[config.mk]
export PLATFORM = sky130hd
export DESIGN_NAME = regfile_sweep_reader
export DESIGN_NICKNAME = d
export VERILOG_FILES = /design/src/rtl/regrd_pkg.sv /design/src/rtl/sync_ff.sv /design/src/rtl/regfile_sweep_reader.sv
export SDC_FILE = /design/constraint.sdc
export NUM_CORES = 1
export LEC_CHECK = 0
export BUFFER_PORTS_ARGS = -buffer_cell sky130_fd_sc_hd__buf_2
export CAP_MARGIN = 10
export CORE_UTILIZATION = 40
export CTS_BUF_LIST = sky130_fd_sc_hd__clkbuf_16
export DETAILED_ROUTE_END_ITERATION = 7
export GPL_TIMING_DRIVEN = 0
export PLACE_DENSITY_LB_ADDON = 0.3
export SKIP_CTS_REPAIR_TIMING = 1
export SLEW_MARGIN = 5
export SYNTH_ARGS = -nofsm -noshare
export SYNTH_HDL_FRONTEND = slang
export SYNTH_SLANG_ARGS = --single-unit
[constraint.sdc]
create_clock -name clk -period 1.91 [get_ports clk]
set_input_delay 0 -clock clk [delete_from_list [all_inputs] [get_ports clk]]
set_output_delay 0 -clock clk [all_outputs]
set_load 0.01 [all_outputs]
[src/rtl/regrd_pkg.sv]
// rtl/regrd_pkg.sv - shared types and constants for the register-file sweep reader
//
// Purpose: FSM state encoding, default handshake timeout and the idle-address
//          helper used by regfile_sweep_reader.
// Ports:   none (package).
package regrd_pkg;

  typedef enum logic [1:0] {
    IDLE = 2'd0,
    REQ  = 2'd1,
    REL  = 2'd2
  } state_t;

  localparam int DEF_ACK_TIMEOUT = 255;

  // Widest r_addr the idle-address helper can describe.
  localparam int MAX_ADDR_W = 16;

  // All-ones code of width addr_w, right-aligned; callers truncate to their own width.
  function automatic logic [MAX_ADDR_W-1:0] idle_addr(input int addr_w);
    logic [MAX_ADDR_W-1:0] v;
    v = '0;
    for (int i = 0; i < MAX_ADDR_W; i++) begin
      if (i < addr_w) v[i] = 1'b1;
    end
    return v;
  endfunction

endpackage

[src/rtl/sync_ff.sv]
// rtl/sync_ff.sv - 1-bit multi-flop synchroniser
//
// Purpose: brings an asynchronous level into the clk domain through STAGES flops.
// Ports:
//   clk    in  1  clock
//   n_rst  in  1  asynchronous active-low reset (chain clears to 0)
//   d      in  1  asynchronous input level
//   q      out 1  last flop of the chain
module sync_ff #(
  parameter int STAGES = 2
) (
  input  logic clk,
  input  logic n_rst,
  input  logic d,
  output logic q
);

  logic [STAGES-1:0] chain;

  always_ff @(posedge clk or negedge n_rst) begin
    if (!n_rst) chain <= '0;
    else        chain <= {chain[STAGES-2:0], d};
  end

  assign q = chain[STAGES-1];

endmodule

[src/rtl/regfile_sweep_reader.sv]
// rtl/regfile_sweep_reader.sv - sweeps NUM_REGS registers over a 4-phase handshake
//
// Purpose: on each synchronised rising edge of done, reads registers 0..NUM_REGS-1
//          with a full r_en/ren_ack handshake per register into a shadow copy, then
//          commits the whole set to cfg_regs in one cycle.
// Optional feature: define REGRD_TIMEOUT_EN to abort a handshake phase that stalls
//          for ACK_TIMEOUT cycles (sets sticky rd_err, no commit).
// Ports:
//   clk         in  1                 clock
//   n_rst       in  1                 asynchronous active-low reset
//   done        in  1                 async level; 0->1 requests a sweep
//   ren_ack     in  1                 async ack from the register file
//   r_data      in  DATA_W            read data, stable while ren_ack=1
//   r_en        out 1                 read request
//   r_addr      out ADDR_W            read address, all-ones when idle
//   done_sync   out 1                 synchronised done
//   busy        out 1                 sweep in progress
//   sweep_done  out 1                 1-cycle pulse on commit
//   cfg_valid   out 1                 sticky, set by first commit
//   cfg_regs    out NUM_REGS*DATA_W   slot k at [k*DATA_W +: DATA_W]
//   rd_err      out 1                 sticky timeout flag (0 without REGRD_TIMEOUT_EN)
module regfile_sweep_reader
  import regrd_pkg::*;
#(
  parameter int NUM_REGS    = 2,
  parameter int DATA_W      = 3,
  parameter int ADDR_W      = 2,
  parameter int SYNC_STAGES = 2,
  parameter int ACK_TIMEOUT = DEF_ACK_TIMEOUT
) (
  input  logic                       clk,
  input  logic                       n_rst,
  input  logic                       done,
  input  logic                       ren_ack,
  input  logic [DATA_W-1:0]          r_data,
  output logic                       r_en,
  output logic [ADDR_W-1:0]          r_addr,
  output logic                       done_sync,
  output logic                       busy,
  output logic                       sweep_done,
  output logic                       cfg_valid,
  output logic [NUM_REGS*DATA_W-1:0] cfg_regs,
  output logic                       rd_err
);

  localparam int                CFG_W     = NUM_REGS * DATA_W;
  localparam logic [ADDR_W-1:0] ADDR_IDLE = ADDR_W'(idle_addr(ADDR_W));
  localparam logic [ADDR_W-1:0] ADDR_LAST = ADDR_W'(NUM_REGS - 1);

  // The idle code must never collide with a data address.
  generate
    if (NUM_REGS < 1 || NUM_REGS >= (1 << ADDR_W) || ADDR_W > MAX_ADDR_W ||
        SYNC_STAGES < 2 || ACK_TIMEOUT < 1) begin : g_param_check
      $error("regfile_sweep_reader: illegal parameter combination");
    end
  endgenerate

  logic       done_s;
  logic       done_s_d;
  logic       ack_s;
  logic       start;
  logic       pending;
  state_t     state;
  logic [CFG_W-1:0] shadow;

  sync_ff #(.STAGES(SYNC_STAGES)) u_done_sync (
    .clk   (clk),
    .n_rst (n_rst),
    .d     (done),
    .q     (done_s)
  );

  sync_ff #(.STAGES(SYNC_STAGES)) u_ack_sync (
    .clk   (clk),
    .n_rst (n_rst),
    .d     (ren_ack),
    .q     (ack_s)
  );

  assign done_sync = done_s;
  assign start     = done_s & ~done_s_d;

`ifdef REGRD_TIMEOUT_EN
  localparam int             TMO_W    = (ACK_TIMEOUT > 1) ? $clog2(ACK_TIMEOUT) : 1;
  localparam logic [TMO_W-1:0] TMO_LAST = TMO_W'(ACK_TIMEOUT - 1);

  logic [TMO_W-1:0] tmo_cnt;
  logic             stall;

  // The handshake is waiting on the responder in the current phase.
  assign stall = (state == REQ && !ack_s) || (state == REL && ack_s);
`else
  assign rd_err = 1'b0;
`endif

  always_ff @(posedge clk or negedge n_rst) begin
    if (!n_rst) begin
      state      <= IDLE;
      r_en       <= 1'b0;
      r_addr     <= ADDR_IDLE;
      busy       <= 1'b0;
      sweep_done <= 1'b0;
      cfg_valid  <= 1'b0;
      cfg_regs   <= '0;
      shadow     <= '0;
      pending    <= 1'b0;
      done_s_d   <= 1'b0;
`ifdef REGRD_TIMEOUT_EN
      tmo_cnt    <= '0;
      rd_err     <= 1'b0;
`endif
    end else begin
      done_s_d   <= done_s;
      sweep_done <= 1'b0;

      // A request that arrives mid-sweep (including the commit cycle) is
      // remembered once; further edges merge into it.
      if (start && state != IDLE) pending <= 1'b1;

`ifdef REGRD_TIMEOUT_EN
      // Counter restarts whenever the phase makes progress or the state changes.
      if (stall) tmo_cnt <= tmo_cnt + TMO_W'(1);
      else       tmo_cnt <= '0;

      if (stall && tmo_cnt == TMO_LAST) begin
        state   <= IDLE;
        r_en    <= 1'b0;
        rd_err  <= 1'b1;
        r_addr  <= ADDR_IDLE;
        busy    <= 1'b0;
        pending <= 1'b0;
        tmo_cnt <= '0;
      end else
`endif
      begin
        case (state)
          IDLE: begin
            if (start || pending) begin
              state   <= REQ;
              r_addr  <= '0;
              r_en    <= 1'b1;
              busy    <= 1'b1;
              pending <= 1'b0;
            end
          end

          REQ: begin
            if (ack_s) begin
              for (int k = 0; k < NUM_REGS; k++) begin
                if (r_addr == ADDR_W'(k)) shadow[k*DATA_W +: DATA_W] <= r_data;
              end
              r_en  <= 1'b0;
              state <= REL;
            end
          end

          REL: begin
            if (!ack_s) begin
              if (r_addr < ADDR_LAST) begin
                r_addr <= r_addr + ADDR_W'(1);
                r_en   <= 1'b1;
                state  <= REQ;
              end else begin
                // shadow already holds the last slot, captured in REQ.
                cfg_regs   <= shadow;
                sweep_done <= 1'b1;
                cfg_valid  <= 1'b1;
                busy       <= 1'b0;
                r_addr     <= ADDR_IDLE;
                state      <= IDLE;
              end
            end
          end

          default: begin
            state  <= IDLE;
            r_en   <= 1'b0;
            r_addr <= ADDR_IDLE;
            busy   <= 1'b0;
          end
        endcase
      end
    end
  end

endmodule
==> results.md, run 1 <==
- Top-count cell post-synth: dfrtp_1
- Layout cells sized above 1: 0.412
- Final period util: 0.852
- Syn_nets: 81
- Final setup vio count: 0
- Mapped Avg Cell Area: 13.6 µm²
- Hpwl dp: 1.11 mm
- Slowest stage cell, crit path: nor3_1
- RD Place Congestion: 0.785
- Boundary Pins: 21
- Die height: 52.2 µm
- Worst-path clk slew: 60 ps
- Dpl cell area: 1140 µm²
- Synth cell types: 24
- DR vias: 632
- FMAX: 614 MHz
- Slew Limit Fails: 0
- Area of the mapped netlist: 1010 µm²
- Die X-Extent: 52.2 µm
- WL per Instance: 12.1 µm
- WP data required: 2050 ps
- Top cells by area, synth: dfrtp_1 (60%), mux2_2 (13%), dfstp_2 (5.2%)
- Gr ovfl total: 0
- Via density: 4.86
- Worst-margin pin slew: 555 ps
- Predominant post-synthesis flop cell: dfrtp_1
- Number of enable flip-flop cells after synthesis: 0
- CP Data Arrival Time: 1760 ps
- DR iter-0 viols: 6
- Post-synth top cells: dfrtp_1 (24), mux2_2 (12), nor2_1 (5), o21ai_0 (4)
- Remaining antenna violation count: 0
- ANT cells: 0
- Slew headroom: 0.627
- Vias in the first global route: 592
- DRC violations left: 0
- Total Nets Final: 110
- Ys Warns: 0
- Cell Chain, Critical Path: buf_4 -> nand3b_1 -> nor3_1 -> mux2_2
- CTS Buf Count: 3
- Yosys top cell by area: dfrtp_1
- Max Cap Violations: 0
- Global routing usage on met1: 0.181
- Met3 usage: 0.0377
- Met2 Use GR: 0.212
- RSZ-0062 raised after global routing: no
- Run status: complete, no violations
- Min Clock Period, post-route: 1630 ps
- First-pass GRT wire length: 2.66 mm
- First-pass DRT Iterations: 4
- Post-synth ARST share: 1.00
- Clk sinks: 26
- Post-synth top area share: 0.596
- Row cnt: 17
- Final wirelength: 1.57 mm
- Worst setup path class: flop to flop
- CTS Root Cell: clkbuf_16
- FF+latch count, synth: 26
- Post-synthesis sequential area ratio: 0.648
- Port-buffer cells: 19
- Final Skew: 1.66 ps
- Initial Utilization: 0.438
- CP Capture Type: flop
- Area grow syn2layout: 25.7%
- Core region area: 2300 µm²
- Endpoints failing hold: 0
- Maximum fanout along the worst path: 9
- Largest net degree at the start of global routing: 27
- Most Crowded Layer GR: met2
- Worst hold path type: input port to flop
- Clock Latency Late Sink: 250 ps
- Setup TNS: 0 ps
- Final Cell Area: 1270 µm²
- Total GRT Usage: 0.133
- Max IR drop VDD: 0.911 mV
- Max Root-Sink Buffers: 2
- Die area: 2720 µm²
- Initial antenna violation count: 0
- CP max stage delay: 420 ps
- H-tree Lvls: 1
- Worst setup SP type: flop
- CTS tree: yes
- PD cells: 1570 nW/µm²
- Pleak: 0.585 nW
- Cell count after synthesis: 74
==> final timing paths <==
path	from	endpoint	slack (ps)	cells after the start
min	r_data[1]	shadow[1]	4	2
max reg2reg	state[1]	shadow[5]	280	4
min reg2reg	u_ack_sync.chain[0]	u_ack_sync.chain[1]	350	0
max	state[1]	shadow[5]	280	4
max in group asynchronous	n_rst	r_addr[0]	1260	2
min in group asynchronous	n_rst	pending	280	2
==> through the flow <==
step,hold slack (ps),total power [mW],util,std cells,setup slack (ps)
after floorplan,-296,1.34,-,74,439
after global placement,22.6,1.51,0.495,121,306
after detailed placement,30.0,1.55,0.495,121,276
after CTS,-242,2.00,0.529,125,252
after global routing,4.13,2.12,0.551,130,167
final,4.23,1.98,0.551,130,282
==> cell families (layout without fill, tap and decap cells) <==
logic type | Yosys count | count (layout) | synth area share
other cells | 1 | 1 | 0.00372
xor+xnor | 1 | 1 | 0.00870
mux | 12 | 12 | 0.134
buf+inv | 7 | 35 | 0.0435
flops | 26 | 26 | 0.648
simple gates | 16 | 16 | 0.0969
compound gates | 11 | 11 | 0.0646
==> final cells by class <==
class	instances	area, µm²
Clock buffer	3	75.1
Tap cell	28	35.0
Sequential cell	26	653
Timing Repair Buffer	24	145
Multi-Input combinational cell	41	310
Fill cell	204	1030
Inverter	4	15.0
Buffer	3	28.8
Clock inverter	1	3.75
==> sequential cells by signal (all words and copies together) (netlist names) <==
register,flops
cfg_regs,6
shadow,6
r_addr,2
state,2
u_ack_sync.chain,2
u_done_sync.chain,2
busy,1
cfg_valid,1
done_s_d,1
pending,1
r_en,1
sweep_done,1
==> where the power goes <==
part,leakage [nW],internal (mW),total (mW),switching [mW]
combinational,0.229,0.329,0.656,0.326
clock,0.0423,0.279,0.446,0.167
sequential,0.313,0.771,0.881,0.110
==> worst max-delay path: cells and delay by family, from the launching register on <==
family | cells | cell delay, ps
buffers and inverters | 1 | 160
muxes | 1 | 400
DFF | 1 | 360
and+or+nand+nor | 2 | 600
==> routing by layer <==
metal  routed length (µm)  part of all wire
met5                    0                 0
met4                    9            0.0057
met3                   64             0.041
met2                  724              0.46
met1                  771              0.49
==> cells in the final DEF, fill, tap and decap left out, types with 2 or more instances in the layout <==
master | synthesis | routed
o21ai_0 | 4 | 4
buf_2 | 0 | 19
dfrtp_1 | 24 | 24
a21oi_1 | 3 | 3
mux2_2 | 12 | 12
inv_1 | 3 | 4
dfstp_2 | 2 | 2
clkbuf_16 | 0 | 3
buf_4 | 2 | 2
nor3_1 | 2 | 2
nor2b_1 | 2 | 2
nor2_1 | 5 | 5
nand2_1 | 2 | 2
dlygate4sd3_1 | 0 | 5
No activity file was read; power rests on OpenSTA's default activity.
==> run 2, diff against run 1 <==
--- a/config.mk
+++ b/config.mk
@@ -10,7 +10,6 @@
 export CORE_UTILIZATION = 40
 export CTS_BUF_LIST = sky130_fd_sc_hd__clkbuf_16
 export DETAILED_ROUTE_END_ITERATION = 7
-export GPL_TIMING_DRIVEN = 0
 export PLACE_DENSITY_LB_ADDON = 0.3
 export SKIP_CTS_REPAIR_TIMING = 1
 export SLEW_MARGIN = 5
==> run 2 against run 1 <==
Compared with the run above: first-iteration DRC count rose by 33%; design area shrank 0.30%; fmax rose by 1.3%; critical path type unchanged; sequential power grew 5.8%; worst setup slack improved by 21 ps; largest cell class unchanged; clock skew up 1.6 ps; utilization decreased by 0.16 points; die area stayed put; global-route usage up 0.43 points; critical endpoint is now cfg_regs[2]; register-to-register slack gained 20 ps; clock power barely moved.
==> results.md, run 2 (synthesized netlist as in run 1, its figures left out) <==
- Run status: complete, no violations
- DRC violations left: 0
- Reg2reg start: state[1]
- RD Place Congestion: 0.800
- Die area: 2720 µm²
- Commonest non-fill, non-tap cell in the layout: dfrtp_1
- DR iter-0 viols: 8
- P_sw: 0.595 mW
- FMAX: 622 MHz
- Area grow syn2layout: 25.3%
- Post-Layout Cell Count: 130
- CTS tree: yes
- Hold WS: 267 ps
- Cell Chain, Critical Path: inv_2 -> nor4_4 -> mux2_2
- Initial Utilization: 0.438
- Via density: 4.80
- Power share of the combinational group: 0.292
- Initial antenna violation count: 0
- Maximum fanout along the worst path: 9
- Final period util: 0.841
- Slew headroom: 0.634
- Boundary Pins: 21
- Overall power: 1.95 mW
- CP Capture Type: flop
- Most frequent cells in the layout: dfrtp_1 (24), buf_2 (19), mux2_2 (12), dlygate4sd3_1 (6), nor2_1 (5)
- Row cnt: 17
- Worst setup path class: flop to flop
- Crit Reg-Reg Endpoint: cfg_regs[2]
- Min Clock Period, post-route: 1610 ps
- Worst setup SP type: flop
- CP max stage delay: 500 ps
- Port-buffer cells: 19
- Total Nets Final: 110
- Switching Fraction: 0.305
- WP depth: 3
- Dpl cell area: 1120 µm²
- Max IR drop VDD: 0.685 mV
- Layout cells sized above 1: 0.402
- Slowest stage cell, crit path: nor4_4
- Largest net degree at the start of global routing: 27
- Critical path's top delay family: simple AND/OR/NAND/NOR gates
- Hpwl dp: 1.08 mm
- WL per Instance: 12.2 µm
- H-tree Lvls: 1
- Core region area: 2300 µm²
- CTS Buf Count: 3
- Dpl cells: 120
- Internal power: 1.35 mW
- Worst-path clk slew: 60 ps
- Worst R2R Path Depth: 3
- Worst-margin pin slew: 549 ps
- PD cells: 1540 nW/µm²
- Pleak: 0.578 nW
- CP Data Arrival Time: 1740 ps
- Clk pwr share: 0.229
- Die X-Extent: 52.2 µm
- Buf+Inv Stages, Crit Path: 1
- Die height: 52.2 µm
- Worst hold path type: input port to async pin
- Final setup vio count: 0
- Biggest regs: cfg_regs (6), shadow (6)
- RSZ-0062 raised after global routing: no
- Reg power frac: 0.478
- Max Root-Sink Buffers: 2
- First-pass GRT wire length: 2.62 mm
- CTS Root Cell: clkbuf_16
- Final Cell Area: 1260 µm²
- DR vias: 624
- Clock Latency Late Sink: 250 ps
- Slew Limit Fails: 0
- Setup TNS: 0 ps
- Max Cap Violations: 0
- Reg2reg setup slack: 300 ps
- First-pass DRT Iterations: 2
- WP data required: 2050 ps
- Gr ovfl total: 0
- Final wirelength: 1.59 mm
- Vias in the first global route: 534
- Total GRT Usage: 0.137
- Remaining antenna violation count: 0
- Final Skew: 3.24 ps
- ANT cells: 0
- Endpoints failing hold: 0
- Clk sinks: 26
-- run 2: worst max-delay path by stage --
| stage | to | startpoint | slack [ps] |
|---|---|---|---|
| final | cfg_regs[2] | state[1] | 300 |
| after global routing | cfg_regs[2] | state[1] | 170 |
| after CTS | cfg_regs[2] | state[1] | 290 |
| after detailed placement | cfg_regs[5] | state[1] | 290 |
| after global placement | cfg_regs[5] | state[1] | 320 |
| after floorplan | cfg_regs[0] | r_addr[1] | 440 |
-- run 2: final cells by class --
type                    instances  area (µm²)
fillers                       201        1030
repair buffers                 27         170
clock inverters                 1        3.75
well taps                      28        35.0
multi-input cells              41         310
flip-flops and latches         26         653
clock buffers                   3        75.1
inverters                       4        15.0
-- run 2: metal layers --
metal  global-route usage  share of wire
met5                    0              0
met4               0.0789         0.0057
met3               0.0261          0.034
met2                0.190           0.47
met1                0.198           0.49
-- run 2: power groups by stage --
stage	registers [mW]	clock network, mW	logic, mW
detailed placement	0.938	0	0.566
floorplan	0.927	0	0.410
finish	0.932	0.447	0.570
global placement	0.936	0	0.555
CTS	0.932	0.464	0.571
global route	0.966	0.497	0.636
-- run 2: per-stage QoR --
step                utilization  worst slack (ps)
floorplan                     -               439
global placement          0.489               323
detailed placement        0.489               287
CTS                       0.523               286
global route              0.550               168
finish                    0.550               303
-- run 2: worst reg2reg max path, cell delays in order (launching register included) --
cell and delay, ps:
dfrtp_1 490, inv_2 100, nor4_4 500, mux2_2 400
